==> src/rtl/mcycle_stall_unit_pkg.sv <==
// mcycle_stall_unit_pkg: shared width, operation codes and FSM states for the multi-cycle unit
package mcycle_stall_unit_pkg;

    localparam int MC_WIDTH = 32;

    typedef enum logic [1:0] {
        OP_MUL  = 2'b00,
        OP_MULS = 2'b01,
        OP_DIV  = 2'b10,
        OP_DIVS = 2'b11
    } mcycle_op_e;

    typedef enum logic [1:0] {
        IDLE      = 2'b00,
        COMPUTING = 2'b01,
        DONE      = 2'b10
    } mcycle_state_e;

    function automatic logic op_is_div(input logic [1:0] op);
        return op inside {OP_DIV, OP_DIVS};
    endfunction

    function automatic logic op_is_signed(input logic [1:0] op);
        return op inside {OP_MULS, OP_DIVS};
    endfunction

endpackage

==> src/rtl/mcycle_signfix.sv <==
// mcycle_signfix: conditional two's-complement negation of a word pair, either per word or as one 2W value
module mcycle_signfix #(
    parameter int W = 32
) (
    input  logic [W-1:0] lo,
    input  logic [W-1:0] hi,
    input  logic         neg_lo,
    input  logic         neg_hi,
    input  logic         neg_wide,
    output logic [W-1:0] lo_fix,
    output logic [W-1:0] hi_fix
);

    logic [2*W-1:0] wide;

    always_comb begin
        wide   = -{hi, lo};
        lo_fix = neg_wide ? wide[W-1:0]   : neg_lo ? -lo : lo;
        hi_fix = neg_wide ? wide[2*W-1:W] : neg_hi ? -hi : hi;
    end

endmodule

==> src/rtl/mcycle_stall_unit.sv <==
// mcycle_stall_unit: iterative multiply/divide that stalls the pipeline until its registered result is ready
module mcycle_stall_unit
    import mcycle_stall_unit_pkg::*;
#(
    parameter int WIDTH = MC_WIDTH
) (
    input  logic             clk,
    input  logic             rst_p,
    input  logic             Start,
    input  logic [1:0]       MCycleOp,
    input  logic [WIDTH-1:0] Operand1,
    input  logic [WIDTH-1:0] Operand2,
    output logic [WIDTH-1:0] Result1,
    output logic [WIDTH-1:0] Result2,
    output logic             Busy
);

    localparam int CW = $clog2(WIDTH);
    localparam logic [CW-1:0] LAST = CW'(WIDTH - 1);

    mcycle_state_e    state, state_n;
    logic [CW-1:0]    count;
    logic             is_div, s1, s2, dz;
    logic [WIDTH-1:0] hi_q, lo_q, b_q, hi_n, lo_n;
    logic [WIDTH-1:0] mag1, mag2, fix_lo, fix_hi, dif;
    logic [WIDTH:0]   sum, shl;
    logic             ge, sgn;

    assign sgn = op_is_signed(MCycleOp);

    mcycle_signfix #(.W(WIDTH)) u_in_fix (
        .lo       (Operand1),
        .hi       (Operand2),
        .neg_lo   (sgn & Operand1[WIDTH-1]),
        .neg_hi   (sgn & Operand2[WIDTH-1]),
        .neg_wide (1'b0),
        .lo_fix   (mag1),
        .hi_fix   (mag2)
    );

    // Divide-by-zero leaves the dividend magnitude as remainder; re-signing it restores Operand1 exactly
    mcycle_signfix #(.W(WIDTH)) u_out_fix (
        .lo       (lo_n),
        .hi       (hi_n),
        .neg_lo   (is_div & (s1 ^ s2) & ~dz),
        .neg_hi   (is_div & s1),
        .neg_wide (~is_div & (s1 ^ s2)),
        .lo_fix   (fix_lo),
        .hi_fix   (fix_hi)
    );

    // Multiply: {hi,lo} is the shifting product; divide: hi is the partial remainder, lo shifts dividend out and quotient in
    always_comb begin
        sum  = {1'b0, hi_q} + {1'b0, b_q & {WIDTH{lo_q[0]}}};
        shl  = {hi_q, lo_q[WIDTH-1]};
        ge   = shl >= {1'b0, b_q};
        dif  = shl[WIDTH-1:0] - b_q;
        hi_n = is_div ? (ge ? dif : shl[WIDTH-1:0]) : sum[WIDTH:1];
        lo_n = is_div ? {lo_q[WIDTH-2:0], ge} : {sum[0], lo_q[WIDTH-1:1]};
    end

    always_comb begin
        state_n = IDLE;
        Busy    = 1'b0;
        case (state)
            IDLE: begin
                Busy    = Start;
                state_n = Start ? COMPUTING : IDLE;
            end
            COMPUTING: begin
                Busy    = 1'b1;
                state_n = (count == LAST) ? DONE : COMPUTING;
            end
            default: ;
        endcase
    end

    always_ff @(posedge clk or posedge rst_p) begin
        if (rst_p)
            state <= IDLE;
        else
            state <= state_n;
    end

    always_ff @(posedge clk or posedge rst_p) begin
        if (rst_p) begin
            count   <= '0;
            is_div  <= 1'b0;
            s1      <= 1'b0;
            s2      <= 1'b0;
            dz      <= 1'b0;
            hi_q    <= '0;
            lo_q    <= '0;
            b_q     <= '0;
            Result1 <= '0;
            Result2 <= '0;
        end else if (state == IDLE && Start) begin
            count  <= '0;
            is_div <= op_is_div(MCycleOp);
            s1     <= sgn & Operand1[WIDTH-1];
            s2     <= sgn & Operand2[WIDTH-1];
            dz     <= Operand2 == '0;
            hi_q   <= '0;
            lo_q   <= op_is_div(MCycleOp) ? mag1 : mag2;
            b_q    <= op_is_div(MCycleOp) ? mag2 : mag1;
        end else if (state == COMPUTING) begin
            count <= count + 1'b1;
            hi_q  <= hi_n;
            lo_q  <= lo_n;
            if (count == LAST) begin
                Result1 <= fix_lo;
                Result2 <= fix_hi;
            end
        end
    end

endmodule
==> config.mk <==
export PLATFORM = sky130hd
export DESIGN_NAME = mcycle_stall_unit
export DESIGN_NICKNAME = d
export VERILOG_FILES = /design/src/rtl/mcycle_stall_unit_pkg.sv /design/src/rtl/mcycle_signfix.sv /design/src/rtl/mcycle_stall_unit.sv
export SDC_FILE = /design/constraint.sdc
export NUM_CORES = 1
export LEC_CHECK = 0
export BUFFER_PORTS_ARGS = -buffer_cell sky130_fd_sc_hd__buf_2
export CAP_MARGIN = 0
export CORE_ASPECT_RATIO = 0.9
export CORE_MARGIN = 4
export CORE_UTILIZATION = 60
export DETAILED_ROUTE_END_ITERATION = 12
export PLACE_DENSITY = 0.8
export SYNTH_ARGS = -nofsm -noshare
export SYNTH_HDL_FRONTEND = slang
export SYNTH_SLANG_ARGS = --single-unit
==> constraint.sdc <==
create_clock -name clk -period 6.05 [get_ports clk]
set_input_delay 0.3025 -clock clk [delete_from_list [all_inputs] [get_ports clk]]
set_output_delay 0.3025 -clock clk [all_outputs]
set_load 0.02 [all_outputs]
After elaboration in Yosys (flattened, before gate mapping)
Index checks and enable logic that the tools add are counted.

Word-level logic and storage cells: 64. Bits in writable memories: 0. ROM bits: 0. Bits in registers: 171. Memories: 0. Input bits: 69. Output and inout bits: 65. Bits in latches: 0.

Multiply operators: 0. Muxes and demuxes: 21. Equality and inequality tests: 5. Add/sub/neg operators: 8. Magnitude comparators: 1. Div/mod/pow operators: 0. Shifts and indexed selects: 0. Bitwise logic cells: 11. Reductions and logical operators: 7.

Operator list (number): $mux 32 (15); $neg 32->32 (4); $neg 64->64 (1); $add 32x32->33 (1); $ge 33x32->1 (1); $and 32x32->32 (1); $logic_not 32->1 (1); $sub 32x32->32 (1); $mux 5 (2); $and 1x1->1 (6); $reduce_bool 2->1 (3); $add 5x1->5 const B (1); $eq 5x5->1 const B (1); $eq 2x1->1 const B (2); $eq 2x2->1 const B (2); $pmux 2 s2 (1); $not 1->1 (3); $reduce_and 3->1 (1); $logic_not 2->1 (1); $mux 2 (1); $pmux 1 s2 (1); $logic_and 1x1->1 (1); $mux 1 (1); $xor 1x1->1 (1).

Logic depth before layout (Yosys ltp)
Depth after elaboration: 6. Depth in mapped cells: 23. Gate-level depth less buffers: 20.

Hierarchy
A second synthesis with hierarchy kept.

Cell total of the unflattened synthesis: 1931. Area total of the unflattened synthesis: 16049.1 sq um.

By module, submodules not included: mcycle_stall_unit (area each 12418.2 sq um, times used 1, sequential area each 4279.1 sq um, cells each 1393); mcycle_signfix (area each 1815.5 sq um, times used 2, sequential area each 0.0 sq um, cells each 269).

Worst setup path before layout
OpenSTA, ideal clock, no wires.

Kind: reg-to-reg. Start point: register is_div. End point: register Result2[24]. Required time: 5.967 ns. Library setup time: 0.083 ns. Slack: 1.404 ns. Arrival time: 4.564 ns. Buffers on the path: 8. Stages on the path, launching flop included: 22. Period minus slack after synthesis: 4.646 ns. Path through: dfrtp_1 -> buf_2 -> buf_2 -> buf_2 -> clkbuf_1 -> clkbuf_1 -> clkbuf_1 -> buf_2 -> mux2i_1 -> ha_1 -> o211ai_1 -> or2_2 -> nor2_1 -> and3_1 -> and2_0 -> clkbuf_1 -> nand2_1 -> nand2_1 -> and3_1 -> a31oi_1 -> xor2_1 -> o21ai_0.

Cells in the longest elaborated chain, start to end: 4. Elaborated cells on any way between the ends: 9. Those cells by class: add/sub (2); mux (4); bitwise (3).

Ends and longest elaborated chain: start, declared (line mcycle_stall_unit.sv:23) `logic is_div, s1, s2, dz;`; start signal, assigned (line mcycle_stall_unit.sv:99) `is_div <= op_is_div(MCycleOp);`; $mux 32 (line mcycle_stall_unit.sv:58) `hi_n = is_div ? (ge ? dif : shl[WIDTH-1:0]) : sum[WIDTH:1];`; $neg 32->32 (line mcycle_signfix.sv:19) `hi_fix = neg_wide ? wide[2*W-1:W] : neg_hi ? -hi : hi;`; $mux 32 (line mcycle_signfix.sv:19); $mux 32 (*) (line mcycle_signfix.sv:19); end signal, assigned (line mcycle_stall_unit.sv:112) `Result2 <= fix_hi;`; end, declared (line mcycle_stall_unit.sv:14) `output logic [WIDTH-1:0] Result2,`.

Every way passes the cells marked *; elsewhere a longest branch is shown, timed or not. A chain may end at the register's enable or synchronous reset.

Worst setup path in the final report
Start point: register hi_q[23]. End point: register Result2[28].

Cells in the longest elaborated chain, start to end: 6. Elaborated cells on any way between the ends: 10. Those cells by class: add/sub (4); order compare (1); mux (5).

Ends and longest elaborated chain: start, declared (line mcycle_stall_unit.sv:24) `logic [WIDTH-1:0] hi_q, lo_q, b_q, hi_n, lo_n;`; start signal, assigned (line mcycle_stall_unit.sv:108) `hi_q <= hi_n;`; $sub 32x32->32 or $ge 33x32->1 (tied branches) (line mcycle_stall_unit.sv:57, mcycle_stall_unit.sv:56); $mux 32 (2 in series) (line mcycle_stall_unit.sv:58); $neg 32->32 (line mcycle_signfix.sv:19); $mux 32 (line mcycle_signfix.sv:19); $mux 32 (*) (line mcycle_signfix.sv:19).

Marks and branches as above.

==> qor.yml <==
timing:
  tns_ps: 0
  hold_viol: 0
  max_freq_mhz: 179
  period_share: 0.922
  setup_viol: 0
  fin_skew_ps: 18.6
  period_needed_ps: 5580
  drv_slew: 0
  tightest_slew_ps: 1130
  grt_setup_unrepaired: "false"
  relSlewSlack: 0.243
clock_tree:
  numClockSinks: 171
  cts_setup_buffers: 0
  clkLatencyLatePin_ps: 460
  post_cts_resized: 0
  cts_made_buffers: 17
  path_clk_slew_ps: 90
  ctsHoldBuffers: 0
  htreeDepth: 4
  cts-root-buf: "clkbuf_16"
  clk_path_buf_depth: 2
  cts_tree: "yes"
grt:
  grt_pass1_vias: 14700
  antenna_found_initial: 2
  grt_overflow: 0
  grt_use_total: 0.368
  grt_pass1_wl_microns: 82400
  grt_max_degree: 125
setup_path:
  r2r_cells: 18
  endpoint: "Result2[28]"
  critPathTopFamily: "simple AND/OR/NAND/NOR gates"
  crit_path_max_incr_delay_ps: 540
  r2r_end: "Result2[28]"
  startpoint_type: "register"
  cp.buffers_inverters: 0
  worst_path_most_repeated_cell: "o21ai_0"
  cp-end-kind: "register"
  slowest_stage: "and3_1"
  r2r_setup_slack_ps: 470
  r2r_start: "hi_q[23]"
  required_ps: 6350
  path_cells: "ha_1 > a21oi_1 > o21ai_0 > a22oi_1 > and3_1 > nand3_1 > o21ai_0 > ha_1 > o211ai_1 > or2_2 > nor2_1 > and3_1 > and2_0 > nand2_1 > nand2_1 > a41oi_1 > xnor2_1 > o21ai_0"
  path_class: "reg -> reg"
  worstPathArrival_ps: 5880
  crit_start: "hi_q[23]"
  crit_cells: 18
  crit_fanout: 12
die:
  start_util: 0.610
  die_h_microns: 160
  fp.coreArea_sq_mm: 0.0251
  ioPinCount: 134
  rows: 55
  die_w_microns: 176
  die_area_sq_mm: 0.0281
yosys:
  synth_seq_cells: 171
  synth_warnings: 0
  ys.flop_type: "dfrtp_1"
  synth_compound_area_frac: 0.282
  synth_area_sq_mm: 0.0153
  yosys.area_share.adder: 0.0598
  synth_xor_area_frac: 0.0886
  synth_cell_types: 92
  synth_top_area_frac: 0.279
  synth-edff-count: 0
  synth.net_count: 2148
  synthTopCellsByArea: "dfrtp_1, o21ai_0, nand2_1"
  synth_top_family_by_area: "compound AO/OA/AOI/OAI gates"
  synthMuxAreaShare: 0.0321
  synthArstFlopShare: 1.00
  yosysTopAreaCell: "dfrtp_1"
  synthSimpleGateAreaFrac: 0.211
  syn_avg_cell_area_sq_um: 7.63
  synth_cells: 2007
  yosysSeqAreaShare: 0.279
route:
  drt-met1-wl_microns: 23000
  wl_microns: 52800
  viasPerCell: 6.58
  avgRoutedWirePerCell_microns: 21.7
  met2_wirelength_microns: 21300
  top_layer: "met5"
  drcViolationCount: 0
  wl_met3_microns: 6670
  drtIter0Drc: 2185
  antenna_left: 0
  vias: 16000
  dr.pass1.iters: 6
place:
  post-dp-hpwl_microns: 39500
  numPortBuffers: 133
  gp_congestion: 1.05
final_layout:
  final_common_cell: "nand2_1"
  drive_above_1_share: 0.119
  diodes: 0
  syn2layout_area_growth_pct: 9.75
  nNetsFinal: 2214
  final_cell_mix: "nand2_1, o21ai_0, dfrtp_1, a21oi_1, nor2_1"
run_status:
  run_status: "complete, no violations"
job:
  maxCapViolCount: 0
min_path:
  hp-class: "in -> async"
[how the worst min path moves through the flow]
stage	startpoint	to	slack [ps]	cells past startpoint
floorplan	count[3]	count[3]	450	1
global placement	Result2[14]	Result2[14]	460	2
detailed placement	Result1[13]	Result1[13]	460	2
CTS	rst_p	Result1[12]	90	2
global route	rst_p	Result1[16]	120	2
finish	rst_p	Result1[15]	30	2
[state kept, by name, indices dropped and copies added, names as in the netlist]
| name | cells |
|---|---|
| s2 | 1 |
| is_div | 1 |
| b_q | 32 |
| hi_q | 32 |
| Result2 | 32 |
| s1 | 1 |
| state | 2 |
| lo_q | 32 |
| dz | 1 |
| count | 5 |
| Result1 | 32 |
[cells in the mapped netlist (all sizes together) (12+ instances only)]
cell,n
mux2i,39
nor4,24
o31ai,12
and3,15
a211oi,14
a21o,28
o22ai,13
nand2,278
nand4,27
and2,42
a22o,14
o211ai,40
o21ai,249
nor3,46
a21oi,174
dfrtp,171
nor2,159
a31oi,34
nand3,33
inv,70
xor2,68
clkbuf,80
ha,70
buf,32
xnor2,87
[final cells by class]
cell class / instances / area (sq um)
fillers: 2209 / 8310
repair buffers: 159 / 861
clock inverters: 15 / 209
flip-flops and latches: 171 / 4280
inverters: 71 / 272
multi-input cells: 1653 / 10300
clock buffers: 17 / 425
well taps: 342 / 428
[routing by layer]
layer | track usage | vias to the layer above
li1 | - | 7395
met2 | 0.514 | 960
met3 | 0.0876 | 129
met5 | 0 | -
met1 | 0.557 | 7485
met4 | 0.123 | 2
[stage by stage]
step | hold WS, ps | area (sq um) | util | instances | setup slack (ps)
2_1_floorplan | 449 | 15300 | - | 2007 | 1120
3_3_place_gp | 456 | 16200 | 0.644 | 2396 | 824
3_5_place_dp | 464 | 16200 | 0.644 | 2396 | 698
4_1_cts | 91.9 | 16800 | 0.669 | 2428 | 657
5_1_grt | 119 | 16800 | 0.669 | 2428 | 193
6_report | 33.7 | 16800 | 0.669 | 2428 | 471
[logic make-up (layout without fill, tap and decap cells)]
| group | Yosys count | after routing |
|---|---|---|
| AO/OA/AOI/OAI | 694 | 694 |
| XOR/XNOR | 155 | 155 |
| adder cells (fa/ha/maj) | 72 | 72 |
| buffers and inverters | 183 | 262 |
| flip-flops | 171 | 171 |
| multiplexers | 48 | 48 |
| AND/OR/NAND/NOR | 684 | 684 |
Power is left out: the tool's default activity adds up to more than one toggle a clock period on the data nets, which glitch-free logic cannot reach.
